==> config.mk <==
export PLATFORM = sky130hd
export DESIGN_NAME = joy_conditioner_flat
export DESIGN_NICKNAME = d
export VERILOG_FILES = /design/src/rtl/joy_pkg.sv /design/src/rtl/joy_if.sv /design/src/rtl/debounce_bit.sv /design/src/rtl/joy_conditioner.sv /design/src/flat_wrapper.sv
export SDC_FILE = /design/constraint.sdc
export NUM_CORES = 1
export LEC_CHECK = 0
export BUFFER_PORTS_ARGS = -buffer_cell sky130_fd_sc_hd__buf_2
export CAP_MARGIN = 5
export CORE_UTILIZATION = 64
export CTS_BUF_LIST = sky130_fd_sc_hd__clkbuf_4 sky130_fd_sc_hd__clkbuf_8
export DETAILED_ROUTE_END_ITERATION = 10
export GPL_ROUTABILITY_DRIVEN = 0
export GPL_TIMING_DRIVEN = 0
export HOLD_SLACK_MARGIN = 0.06
export PLACE_DENSITY = 0.81
export RECOVER_POWER = 100
export SETUP_SLACK_MARGIN = 0.02
export SYNTH_ARGS = -nofsm -noshare
export SYNTH_HDL_FRONTEND = slang
export SYNTH_SLANG_ARGS = --single-unit
==> constraint.sdc <==
create_clock -name clk -period 2.23 [get_ports clk]
set_input_delay 0.1115 -clock clk [delete_from_list [all_inputs] [get_ports clk]]
set_output_delay 0.1115 -clock clk [all_outputs]
set_load 0.02 [all_outputs]
==> src/rtl/joy_pkg.sv <==
// Shared joystick definitions: button count and bit positions in the
// five-bit button vectors. Also used by the game core.
package joy_pkg;

  localparam int NUM_BTN    = 5;
  localparam int NUM_DIR    = 4;

  localparam int BTN_RIGHT  = 0;
  localparam int BTN_LEFT   = 1;
  localparam int BTN_UP     = 2;
  localparam int BTN_DOWN   = 3;
  localparam int BTN_SELECT = 4;

  typedef logic [NUM_BTN-1:0] btn_vec_t;

endpackage

==> src/rtl/joy_if.sv <==
// Joystick bundle: five raw asynchronous pins toward the conditioner and
// the conditioned level/press vectors back out.
// master = board/pin side, slave = conditioner.
interface joy_if;
  import joy_pkg::*;

  logic     joy_right;
  logic     joy_left;
  logic     joy_up;
  logic     joy_down;
  logic     joy_select;
  btn_vec_t joy_state;
  btn_vec_t joy_press;

  modport master (
    output joy_right, joy_left, joy_up, joy_down, joy_select,
    input  joy_state, joy_press
  );

  modport slave (
    input  joy_right, joy_left, joy_up, joy_down, joy_select,
    output joy_state, joy_press
  );

endinterface

==> src/rtl/debounce_bit.sv <==
// One button channel: two-flop synchroniser, debounce counter, accepted
// level register and a one-cycle rise pulse aligned with the level going
// high. The counter is bounded at DEBOUNCE_CYCLES-1 and never wraps.
module debounce_bit #(
  parameter int DEBOUNCE_CYCLES = 500000
) (
  input  logic clk,
  input  logic rst,
  input  logic raw,
  output logic level,
  output logic rise
);

  localparam int            CW       = $clog2(DEBOUNCE_CYCLES + 1);
  localparam logic [CW-1:0] CNT_LAST = CW'(DEBOUNCE_CYCLES - 1);

  logic          s1;
  logic          s2;
  logic [CW-1:0] cnt;

  // Synchronise, then accept a new level only after it has been stable long enough.
  always_ff @(posedge clk) begin
    if (rst) begin
      s1    <= 1'b0;
      s2    <= 1'b0;
      cnt   <= '0;
      level <= 1'b0;
      rise  <= 1'b0;
    end else begin
      s1   <= raw;
      s2   <= s1;
      rise <= 1'b0;
      if (s2 == level) begin
        cnt <= '0;
      end else if (cnt == CNT_LAST) begin
        level <= s2;
        rise  <= s2;
        cnt   <= '0;
      end else begin
        cnt <= cnt + 1'b1;
      end
    end
  end

endmodule

==> src/rtl/joy_conditioner.sv <==
// Joystick conditioner: five debounced channels with registered level and
// press-pulse outputs. Define JOY_REPEAT_EN to add auto-repeat press pulses
// on the four direction bits while they are held; select never repeats.
// The outputs are one register stage behind the per-channel level/rise, so
// the repeat counters work from the internal level and land their pulses in
// the same output register as the primary press.
module joy_conditioner
  import joy_pkg::*;
#(
  parameter int DEBOUNCE_CYCLES = 500000,
  parameter int REPEAT_DELAY    = 25000000,
  parameter int REPEAT_RATE     = 5000000
) (
  input  logic clk,
  input  logic rst,
  joy_if.slave joy
);

  btn_vec_t raw;
  btn_vec_t level;
  btn_vec_t rise;
  btn_vec_t rep_hit;
  btn_vec_t state_q;
  btn_vec_t press_q;

  if (DEBOUNCE_CYCLES < 1 || REPEAT_DELAY < 1 || REPEAT_RATE < 1) begin : g_bad_params
    $error("joy_conditioner: timing parameters must be at least 1");
  end

  assign raw[BTN_RIGHT]  = joy.joy_right;
  assign raw[BTN_LEFT]   = joy.joy_left;
  assign raw[BTN_UP]     = joy.joy_up;
  assign raw[BTN_DOWN]   = joy.joy_down;
  assign raw[BTN_SELECT] = joy.joy_select;

  for (genvar i = 0; i < NUM_BTN; i++) begin : g_btn
    debounce_bit #(
      .DEBOUNCE_CYCLES(DEBOUNCE_CYCLES)
    ) u_db (
      .clk   (clk),
      .rst   (rst),
      .raw   (raw[i]),
      .level (level[i]),
      .rise  (rise[i])
    );
  end

`ifdef JOY_REPEAT_EN
  localparam int RMAX = (REPEAT_DELAY > REPEAT_RATE) ? REPEAT_DELAY : REPEAT_RATE;
  localparam int RW   = $clog2(RMAX + 1);

  for (genvar i = 0; i < NUM_DIR; i++) begin : g_rep
    logic [RW-1:0] rcnt;

    // rcnt==1 means the next output cycle carries a repeat pulse.
    assign rep_hit[i] = level[i] & ~rise[i] & (rcnt == RW'(1));

    // Down-counter: loaded with the initial delay on press, reloaded with the rate on each repeat.
    always_ff @(posedge clk) begin
      if (rst || !level[i]) begin
        rcnt <= '0;
      end else if (rise[i]) begin
        rcnt <= RW'(REPEAT_DELAY);
      end else if (rcnt == RW'(1)) begin
        rcnt <= RW'(REPEAT_RATE);
      end else if (rcnt != '0) begin
        rcnt <= rcnt - 1'b1;
      end
    end
  end

  assign rep_hit[BTN_SELECT] = 1'b0;
`else
  assign rep_hit = '0;
`endif

  // Output register stage for the level and press vectors.
  always_ff @(posedge clk) begin
    if (rst) begin
      state_q <= '0;
      press_q <= '0;
    end else begin
      state_q <= level;
      press_q <= rise | rep_hit;
    end
  end

  assign joy.joy_state = state_q;
  assign joy.joy_press = press_q;

endmodule
==> src/flat_wrapper.sv <==
// flat-port wrapper written by rule: the top's interface ports become plain ports
module joy_conditioner_flat import joy_pkg::*;
#(
  parameter int DEBOUNCE_CYCLES = 500000,
  parameter int REPEAT_DELAY    = 25000000,
  parameter int REPEAT_RATE     = 5000000
)
  (clk, rst, joy_joy_right, joy_joy_left, joy_joy_up, joy_joy_down, joy_joy_select, joy_joy_state, joy_joy_press);
  joy_if joy_i ();
  input  logic clk;
  input  logic rst;
  input wire logic [$bits(joy_i.joy_right)-1:0] joy_joy_right;
  input wire logic [$bits(joy_i.joy_left)-1:0] joy_joy_left;
  input wire logic [$bits(joy_i.joy_up)-1:0] joy_joy_up;
  input wire logic [$bits(joy_i.joy_down)-1:0] joy_joy_down;
  input wire logic [$bits(joy_i.joy_select)-1:0] joy_joy_select;
  output wire logic [$bits(joy_i.joy_state)-1:0] joy_joy_state;
  output wire logic [$bits(joy_i.joy_press)-1:0] joy_joy_press;
  assign joy_i.joy_right = joy_joy_right;
  assign joy_i.joy_left = joy_joy_left;
  assign joy_i.joy_up = joy_joy_up;
  assign joy_i.joy_down = joy_joy_down;
  assign joy_i.joy_select = joy_joy_select;
  assign joy_joy_state = joy_i.joy_state;
  assign joy_joy_press = joy_i.joy_press;
  joy_conditioner #(.DEBOUNCE_CYCLES(DEBOUNCE_CYCLES), .REPEAT_DELAY(REPEAT_DELAY), .REPEAT_RATE(REPEAT_RATE)) u_core (.clk(clk), .rst(rst), .joy(joy_i));
endmodule
# Word level (Yosys, flattened, before mapping)
# Index checks and enable logic that the tools add are counted.
# Widths: inputs -> output; s select.
[word_totals]
regBits = 125
inputBits = 7
out_inout_bits = 10
wordCells = 67
[op_classes]
n_addsub = 5
n_eq_ne = 10
n_bitwise = 10
n_reduce_logical = 15
[ops]
columns = ["op", "n"]
rows = [
  ["$add 19x1->19 const B", 5],
  ["$eq 19x19->1 const B", 5],
  ["$reduce_or 3->1", 10],
  ["$not 1->1", 10],
  ["$reduce_and 2->1", 5],
  ["$eq 1x1->1", 5],
]

# Depth between registers and ports, before layout
# Gate-level depths: netlist of the first run.
[depth]
word_depth = 3
mapped_depth = 6
ltp_nobuf = 5

# Modules after synthesis
# Synthesis of the first run repeated with hierarchy kept, for this count alone.
[hier_totals]
hier_cells = 597
area_unflattened_um2 = 5439.0
[modules_own_cells]
columns = ["module", "instances", "cells_per_inst", "area_per_inst_um2", "seq_area_each_um2"]
rows = [
  ["debounce_bit (u_core.g_btn[0].u_db ...)", 4, 115, 1029.7, 460.4],
  ["debounce_bit (u_core.g_btn[2].u_db)", 1, 117, 1057.3, 460.4],
  ["joy_conditioner", 1, 20, 262.8, 200.2],
]

# Worst setup path before layout of the first run
# OpenSTA, ideal clock, no wires.
[synth_timing]
path_kind = "register to register"
startpoint = "register u_core.g_btn[3].u_db.cnt[0]"
endpoint = "register u_core.g_btn[3].u_db.cnt[10]"
setup_time_ns = 0.117
arrival_ns = 1.732
t_required_ns = 2.113
slack_ns = 0.381
stages_incl_launch_ff = 7
path_buffers = 1
synth_period_minus_slack_ns = 1.849
cell_sequence = "dfxtp_1 > ha_1 > and4_1 > nand4_1 > o31ai_4 > buf_2 > nor2_1"
[synth_via]
elab_chain_len = 2
word_cells_on_any_way = 3
classes_between = "add/sub (1); eq/ne (1); reduce/logical (1)"
[synth_rtl]
columns = ["element", "line_no", "source"]
rows = [
  ["start, declared", "debounce_bit.sv:19", "logic [CW-1:0] cnt;"],
  ["start signal, assigned", "debounce_bit.sv:40", "cnt <= cnt + 1'b1;"],
  ["branches (longest 2 deep; another with $add 19x1->19)", "--", ""],
]
# Several ways; the timed one is not identified.
# A chain may end at the register's enable or synchronous reset.

# Final worst setup path of the first run
[layout_timing]
startpoint = "register u_core.g_btn[4].u_db.cnt[0]"
endpoint = "register u_core.g_btn[4].u_db.cnt[3]"
[layout_via]
elab_chain_len = 2
word_cells_on_any_way = 3
classes_between = "add/sub (1); eq/ne (1); reduce/logical (1)"
[layout_rtl]
columns = ["element", "line_no"]
rows = [
  ["start, declared", "debounce_bit.sv:19"],
  ["start signal, assigned", "debounce_bit.sv:40"],
  ["branches (longest 2 deep; another with $add 19x1->19)", "--"],
]
# Several ways; the timed one is not identified.

==> impl_metrics.toml, run 1 <==
[setup_path]
r2r_cells = 6
r2r-end = "u_core.g_btn[4].u_db.cnt[3]"
cp-end-kind = "flip-flop"
crit_required_ps = 2550
cp_data_arrival_time_ps = 2360
critPathLaunchType = "flip-flop"
r2r_start = "u_core.g_btn[4].u_db.cnt[0]"
cp_max_fo = 10
reg2reg_slack_ps = 190
crit_type = "reg2reg"

[synth]
synth_nets = 599
synthCells = 587
synth_top_area_share = 0.477
ys_ff_latch = 125
synth_edf_count = 0
synthFlopType = "dfxtp_1"
yosysSeqAreaShare = 0.477
yosysTopAreaCell = "dfxtp_1"
syn_avg_cell_area_sq_um = 8.93
ys.warnings.count = 0
ys_async_sr_fraction = 0
yosysUniqueCellTypes = 40
synthTopCellsByArea = "dfxtp_1 (48%), xnor2_1 (9.2%), nor2_1 (6.7%)"
syn_area_sq_um = 5240

[power]
pwr-share-comb = 0.013
sw_frac_of_total = 0.209
power-per-cell-area_nw_per_um2 = 755
p_switching_uw = 939
pwr-share-seq = 0.501
p_int_uw = 3550
ir_drop_mv = 0.646
p_leak_uw = 0.00174
clockPowerShare = 0.486

[place]
hpwl_um = 6830
io_buffers = 16

[sta]
grt_setup_unrepaired = "no"
hold_viol = 0
fin_tns_setup_ps = 0
fin_worst_skew_ps = 11.9
slew_viol_final = 0
max_freq_mhz = 490
fin_crit_sh = 0.915
setup_viol = 0
max_slew.worst_pin.slew_ps = 539
min_period_ps = 2040
relSlewSlack = 0.637

[route]
dr_total_vias = 4228
dr_wl_met3_um = 375
first_pass_iters = 5
wire_per_inst_um = 13.5
postRouteWirelength_um = 10100
wl_met2_um = 4930
dr.max_layer_used = "met4"
drt_iter0_markers = 171
drc = 0
via_per_inst = 5.69
ant_nets = 0
met1_length_um = 4560

[final_layout]
fin_nets = 640
area_growth_pct = 13.3
seq_area_sq_um = 2500
nFillCells = 563
antennaDiodeCount = 0
drive_above_1_share = 0.0842
multiInputGateArea_sq_um = 2620
utilization = 0.761

[hold_path]
whs_path_depth = 4
worstHoldStart = "rst"
hold_end = "u_core.g_btn[3].u_db.cnt[18]"
hp-class = "in2reg"

[floorplanning]
initial_core_util = 0.671
coreArea_sq_um = 7810
die_w_um = 92.5
pin_count = 17
die-area_sq_um = 8560
fp.dieH_um = 92.5
rows = 32

[run_status]
outcome = "completed"

[cts]
cts_tree = "built"
clkLatencyLatePin_ps = 430
clockBufferDepth = 2
cts_root_buffer = "clkbuf_8"
htree_levels = 4
clk_pin_slew_ps = 70
cts.sinks = 125
cts_made_buffers = 17

[global_routing]
grt_max_degree = 17
grt_pass1_vias = 3978
grt.overflow.total = 0
antenna_found_initial = 0
gr-usage-all-layers = 0.255
grt_pass1_wl_um = 17300

[run]
maxCapViolations = 0
power by group through the flow:
| stage | combinational, uW | clock (uW) | sequential [uW] |
|---|---|---|---|
| 5_1_grt | 62.7 | 2330 | 2250 |
| 6_report | 56.9 | 2180 | 2250 |
| 3_5_place_dp | 49.3 | 0 | 2300 |
| 4_1_cts | 56.7 | 2220 | 2250 |
| 2_1_floorplan | 32.6 | 0 | 2300 |
| 3_3_place_gp | 47.8 | 0 | 2300 |
per-layer routing:
layer,up-vias,global-route usage
met5,-,0
met4,0,0.117
met3,21,0.0739
met2,91,0.424
met1,1972,0.304
li1,2144,-
area by class of cell:
cell class              count  area share
plain buffers              16      0.0112
clock buffers              19      0.0440
clock inverters            13      0.0316
inverters                  14     0.00884
multi-input cells         432       0.442
flip-flops and latches    125       0.421
well taps                 102      0.0215
repair buffers             22      0.0202
what timing repair did:
| item | 4_1_cts | 5_1_grt |
|---|---|---|
| setup endpoints to repair | 10 | 30 |
| endpoints found under the hold margin | 5 | 0 |
| gates resized for setup | 1 | 3 |
| hold buffers | 5 | 0 |
| buffers inserted | 0 | 1 |
| pin swaps | 0 | 1 |
registers in the layout, summed over array words and instances (netlist names):
register	flops
u_core.g_btn.u_db.cnt	95
u_core.g_btn.u_db.level	5
u_core.g_btn.u_db.rise	5
u_core.g_btn.u_db.s1	5
u_core.g_btn.u_db.s2	5
u_core.joy.joy_press	5
u_core.joy.joy_state	5
worst max-delay path, cell delays in order, from the launching register on:
cell	delay [ps]
dfxtp_1	350
ha_1	240
nand2_1	130
or4_1	520
o21ai_2	330
buf_2	290
nor2_1	70
kinds of logic after synthesis:
group | count (synthesis) | synth area share
mux | 3 | 0.00573
buf+inv | 30 | 0.0227
fa+ha+maj | 5 | 0.0119
simple gates | 308 | 0.307
flops | 125 | 0.477
compound gates | 42 | 0.0513
xor+xnor | 74 | 0.124
worst max path at each step:
stage	start	end	slack (ps)	depth (start not counted)
detailed placement	u_core.g_btn[0].u_db.cnt[0]	u_core.g_btn[0].u_db.cnt[9]	20	6
global placement	u_core.g_btn[0].u_db.cnt[0]	u_core.g_btn[0].u_db.cnt[9]	80	6
floorplan	u_core.g_btn[3].u_db.cnt[0]	u_core.g_btn[3].u_db.cnt[10]	380	6
finish	u_core.g_btn[4].u_db.cnt[0]	u_core.g_btn[4].u_db.cnt[3]	190	6
global route	u_core.g_btn[4].u_db.cnt[0]	u_core.g_btn[4].u_db.cnt[9]	20	6
CTS	u_core.g_btn[3].u_db.cnt[0]	u_core.g_btn[3].u_db.cnt[14]	60	6
placed cells by master, fill, tap and decap left out, types with 2 or more instances in the layout:
master and n:
nand2_1 30, nand4_1 28, a21oi_1 14, nor2b_1 19
o21ai_2 3, or2_2 2, or3_2 2, o31ai_1 5
clkbuf_2 4, o21ai_0 15, clkinv_2 2, clkinv_4 2
nand4b_1 2, bufinv_16 4, and4_1 4, nand2b_1 6
ha_1 5, clkbuf_8 19, inv_1 14, clkinvlp_4 3
nor4b_1 3, buf_2 6, nor2_1 94, or4_1 8
xnor2_1 55, nor4_1 23, xor2_1 19, clkbuf_1 23
inv_6 2, nor3_1 27, dfxtp_1 125, or3_1 12
mux2i_1 3, nand3_1 33, nor3b_1 4, dlygate4sd3_1 5
o31ai_4 2, nor4bb_1 3, and3_1 5
Yosys cell counts, types with 4 or more instances:
master,number
xor2_1,19
inv_1,14
or4_1,8
dfxtp_1,125
or3_1,12
o21ai_0,15
xnor2_1,55
nor4_1,23
ha_1,5
nand2_1,30
nor3_1,27
nor2_1,94
nor2b_1,19
and4_1,4
a21oi_1,14
nor3b_1,4
clkbuf_1,11
o31ai_1,5
and3_1,5
nand2b_1,6
nand4_1,28
nand3_1,32
per-stage QoR:
step                      std cells  instance area [sq um]  setup WS, ps  power, uW  hold WS (ps)
after floorplan                 587                   5240           381       2330           240
after global placement          705                   5450          76.5       2350           334
after detailed placement        705                   5450          24.8       2350           330
after CTS                       742                   5950          62.7       4530          88.3
after global routing            743                   5940          20.2       4640          93.6
final                           743                   5940           189       4490          84.0
Note: power is estimated with default switching activity, not from simulation.
==> inputs of run 2 (changes only) <==
--- a/config.mk
+++ b/config.mk
@@ -7,7 +7,10 @@
 export LEC_CHECK = 0
 export BUFFER_PORTS_ARGS = -buffer_cell sky130_fd_sc_hd__buf_2
 export CAP_MARGIN = 5
-export CORE_UTILIZATION = 64
+export CELL_PAD_IN_SITES_DETAIL_PLACEMENT = 0
+export CELL_PAD_IN_SITES_GLOBAL_PLACEMENT = 1
+export CORE_MARGIN = 5
+export CORE_UTILIZATION = 50
 export CTS_BUF_LIST = sky130_fd_sc_hd__clkbuf_4 sky130_fd_sc_hd__clkbuf_8
 export DETAILED_ROUTE_END_ITERATION = 10
 export GPL_ROUTABILITY_DRIVEN = 0
==> run 2 against run 1 <==
Effect of this change:
- critical path depth unchanged
- clock-buffer cell count up 2
- cell area grew 0.69%
- clock power down 6%
- wire length fell by 2.6%
- largest cell class unchanged
- largest power group unchanged
- register-to-register slack barely moved
- total power is 2.8% lower
==> impl_metrics.toml, run 2 (synthesized netlist as in run 1, its figures left out) <==
[route]
first_pass_iters = 5
wire_per_inst_um = 12.6
via_per_inst = 5.30
postRouteWirelength_um = 9790
drt_iter0_markers = 299
drc = 0
dr_total_vias = 4128
ant_nets = 0

[final_layout]
antennaDiodeCount = 0
largest_register_ffs = 95
fin_nets = 642
drive_above_1_share = 0.0855
final_cell_count_no_fill = 779
final_common_cell = "dfxtp_1"
final_cell_mix = "dfxtp_1 (125), nor2_1 (94), xnor2_1 (55)"
regMostFlops = "u_core.g_btn.u_db.cnt"
area_growth_pct = 14.1

[sta]
fin_worst_skew_ps = 8.06
slew_viol_final = 0
hold_viol = 0
max_slew.worst_pin.slew_ps = 599
relSlewSlack = 0.597
fin_crit_sh = 0.917
setup_viol = 0
whs_ps = 439
min_period_ps = 2050
max_freq_mhz = 489
grt_setup_unrepaired = "no"

[place]
io_buffers = 16
dp.cells = 739
hpwl_um = 6910

[floorplanning]
fp.dieH_um = 112
rows = 37
coreArea_sq_um = 10300
die-area_sq_um = 12600
pin_count = 17
initial_core_util = 0.510
die_w_um = 112

[global_routing]
grt_max_degree = 17
grt_pass1_vias = 3939
grt_pass1_wl_um = 17700
antenna_found_initial = 0
grt.overflow.total = 0
gr-usage-all-layers = 0.169

[setup_path]
path_buf_inv = 1
critPathLaunchType = "flip-flop"
worstPathCellList = "ha_1 > nand2_1 > or4_1 > o21ai_4 > buf_2 > nor2_1"
crit_type = "reg2reg"
crit_required_ps = 2540
cp-end-kind = "flip-flop"
max_stage_delay_ps = 570
slowest_stage = "or4_1"
cp_top_family = "simple AND/OR/NAND/NOR gates"
cp_data_arrival_time_ps = 2360
cp_max_fo = 10

[cts]
htree_levels = 4
clockBufferDepth = 2
clkLatencyLatePin_ps = 430
clk_pin_slew_ps = 70
cts_root_buffer = "clkbuf_8"
cts_made_buffers = 17
cts_tree = "built"
cts.sinks = 125

[power]
ir_drop_mv = 0.582
power-per-cell-area_nw_per_um2 = 729
p_leak_uw = 0.00175

[hold_path]
hp-class = "reg2reg"

[run_status]
outcome = "completed"

[run]
maxCapViolations = 0
==> run 2: timing repair <==
action,in CTS,in global routing
setup endpoints to repair,10,40
endpoints found under the hold margin,5,1
pin swaps,0,1
gates resized for setup,1,4
hold buffers,5,1
buffers inserted,0,2
==> run 2: worst paths after layout <==
path | cells past startpoint | from | to | slack [ps]
worst max-delay path | 6 | u_core.g_btn[4].u_db.cnt[0] | u_core.g_btn[4].u_db.cnt[2] | 180
worst min-delay path | 1 | u_core.g_btn[2].u_db.rise | u_core.joy.joy_press[2] | 440
worst min register to register | 1 | u_core.g_btn[2].u_db.rise | u_core.joy.joy_press[2] | 440
worst max register to register | 6 | u_core.g_btn[4].u_db.cnt[0] | u_core.g_btn[4].u_db.cnt[2] | 180
==> run 2: layer usage <==
layer | vias to the layer above | share of wire | GRT usage
met3 | 18 | 0.036 | 0.0534
met1 | 1915 | 0.49 | 0.216
met4 | 0 | 0.019 | 0.0857
met2 | 52 | 0.46 | 0.259
met5 | - | 0 | 0
li1 | 2143 | - | -
==> run 2: power breakdown <==
part           switching, uW  internal [uW]  leakage [uW]
clock network            855           1200      0.000219
logic                   32.7           25.8      0.000525
registers               5.97           2240       0.00101
==> run 2: final cells by class <==
| cell class | count | area (sq um) |
|---|---|---|
| Sequential cell | 125 | 2500 |
| Clock buffer | 21 | 283 |
| Fill cell | 953 | 4290 |
| Clock inverter | 11 | 140 |
| Multi-Input combinational cell | 432 | 2630 |
| Timing Repair Buffer | 24 | 138 |
| Inverter | 14 | 52.6 |
| Buffer | 16 | 66.3 |
| Tap cell | 136 | 170 |
==> run 2: metrics by stage <==
step           area [sq um]  setup TNS [ps]  worst slack, ps  power [uW]  utilization
5_1_grt                5980               0             32.4        4550        0.582
3_5_place_dp           5490            -127            -38.1        2350        0.534
4_1_cts                5970               0             24.5        4430        0.581
6_report               5980               0              184        4360        0.582
3_3_place_gp           5490               0             5.85        2350        0.534
2_1_floorplan          5240               0              381        2330            -
==> inputs of run 3 (changes only) <==
==> constraint.sdc (replaced) <==
create_clock -name clk -period 2.2 [get_ports clk]
set_input_delay 0.11 -clock clk [delete_from_list [all_inputs] [get_ports clk]]
set_output_delay 0.11 -clock clk [all_outputs]
set_load 0.02 [all_outputs]
==> run 3 against run 2 <==
Effect of this change:
- first-iteration DRC count increased by 0.33%
- register-to-register slack about the same
- combinational power up 2%
- critical path type unchanged
- non-clock buffer count is the same
- wire length rose by 0.18%
- total power rose by 1.4%
==> impl_metrics.toml, run 3 (synthesized netlist as in run 1, its figures left out) <==
[run_status]
outcome = "completed"

[final_layout]
antennaDiodeCount = 0
regMostFlops = "u_core.g_btn.u_db.cnt"
final_common_cell = "dfxtp_1"
final_cell_count_no_fill = 779
final_cell_mix = "dfxtp_1 (125), nor2_1 (94), xnor2_1 (55)"
largest_register_ffs = 95
area_growth_pct = 14.2
utilization = 0.582
drive_above_1_share = 0.0871
fin_nets = 642

[sta]
max_slew.worst_pin.slew_ps = 596
relSlewSlack = 0.599
finalWorstSetupSlack_ps = 171
setup_viol = 0
max_freq_mhz = 493
fin_crit_sh = 0.922
grt_setup_unrepaired = "no"
fin_worst_skew_ps = 8.39
min_period_ps = 2030
hold_viol = 0
slew_viol_final = 0

[cts]
htree_levels = 4
cts_root_buffer = "clkbuf_8"
clkLatencyLatePin_ps = 430
clk_pin_slew_ps = 70
cts_tree = "built"
clockBufferDepth = 2
cts.sinks = 125
cts_made_buffers = 17

[setup_path]
critPathLaunch = "u_core.g_btn[4].u_db.cnt[0]"
cp_data_arrival_time_ps = 2350
slowest_stage = "or4_1"
cp_top_family = "simple AND/OR/NAND/NOR gates"
r2r_start = "u_core.g_btn[4].u_db.cnt[0]"
max_stage_delay_ps = 570
critPathLaunchType = "flip-flop"
cp-end-kind = "flip-flop"
cp_max_fo = 10
crit_required_ps = 2520
worstPathCellList = "ha_1 > nand2_1 > or4_1 > o21ai_4 > clkbuf_4 > nor2_1"
path_buf_inv = 1
crit_type = "reg2reg"

[place]
dp.cells = 739
io_buffers = 16
post-place-ws_ps = -68.1
hpwl_um = 6910

[global_routing]
grt.overflow.total = 0
gr-usage-all-layers = 0.169
grt_pass1_wl_um = 17700
grt_max_degree = 17
grt_pass1_vias = 3941
antenna_found_initial = 0

[route]
via_per_inst = 5.30
drc = 0
first_pass_iters = 7
dr_total_vias = 4128
ant_nets = 0
postRouteWirelength_um = 9810
drt_iter0_markers = 300
wire_per_inst_um = 12.6

[floorplanning]
fp.dieH_um = 112
initial_core_util = 0.510
die-area_sq_um = 12600
coreArea_sq_um = 10300
pin_count = 17
die_w_um = 112
rows = 37

[power]
power-per-cell-area_nw_per_um2 = 739
p_leak_uw = 0.00176
ir_drop_mv = 0.590

[hold_path]
hp-class = "reg2reg"
worstHoldStart = "u_core.g_btn[2].u_db.rise"

[run]
maxCapViolations = 0
run 3: cell types whose count changed in the layout (fill, tap and decap cells not counted), sizes merged:
cell,previous run,this run
clkbuf,48,49
buf,7,6
run 3: final timing paths:
path / end / slack, ps / depth (start not counted)
setup / recovery: u_core.g_btn[4].u_db.cnt[2] / 170 / 6
hold / removal: u_core.joy.joy_press[2] / 440 / 1
setup reg to reg: u_core.g_btn[4].u_db.cnt[2] / 170 / 6
hold reg to reg: u_core.joy.joy_press[2] / 440 / 1
run 3: through the flow:
| step | power, uW | hold WS (ps) | cell area (sq um) | TNS [ps] |
|---|---|---|---|---|
| floorplan | 2360 | 238 | 5240 | 0 |
| global placement | 2380 | 339 | 5490 | -173 |
| detailed placement | 2380 | 336 | 5490 | -410 |
| CTS | 4490 | 62.8 | 5970 | 0 |
| global route | 4610 | 426 | 5980 | 0 |
| finish | 4420 | 439 | 5980 | 0 |
run 3: worst reg2reg max path, delay by kind of cell, from the launching register on:
family          cells  cell delay (ps)
simple gates        3              780
flops               1              360
compound gates      1              280
buf+inv             1              270
fa+ha+maj           1              240
run 3: metal layers:
| layer | global-route usage | vias to the layer above | part of all wire |
|---|---|---|---|
| met2 | 0.259 | 57 | 0.46 |
| met5 | 0 | - | 0 |
| met1 | 0.216 | 1912 | 0.49 |
| met4 | 0.0857 | 0 | 0.017 |
| met3 | 0.0534 | 15 | 0.040 |
| li1 | - | 2144 | - |
run 3: area by class of cell:
cell class,count,area [sq um]
Buffer,16,70.1
Clock buffer,21,283
Clock inverter,11,140
Fill cell,955,4290
Inverter,14,52.6
Multi-Input combinational cell,432,2630
Sequential cell,125,2500
Tap cell,136,170
Timing Repair Buffer,24,139
run 3: power breakdown:
group | internal (uW) | total [uW] | switching (uW)
logic | 26.5 | 59.6 | 33.1
registers | 2270 | 2280 | 6.04
clock network | 1220 | 2080 | 868
total | 3520 | 4420 | 907
run 3: what timing repair did:
item,CTS,global route
buffers inserted,0,2
setup endpoints to repair,20,40
pin swaps,1,1
gates resized for setup,1,5
endpoints found under the hold margin,5,1
hold buffers,5,1
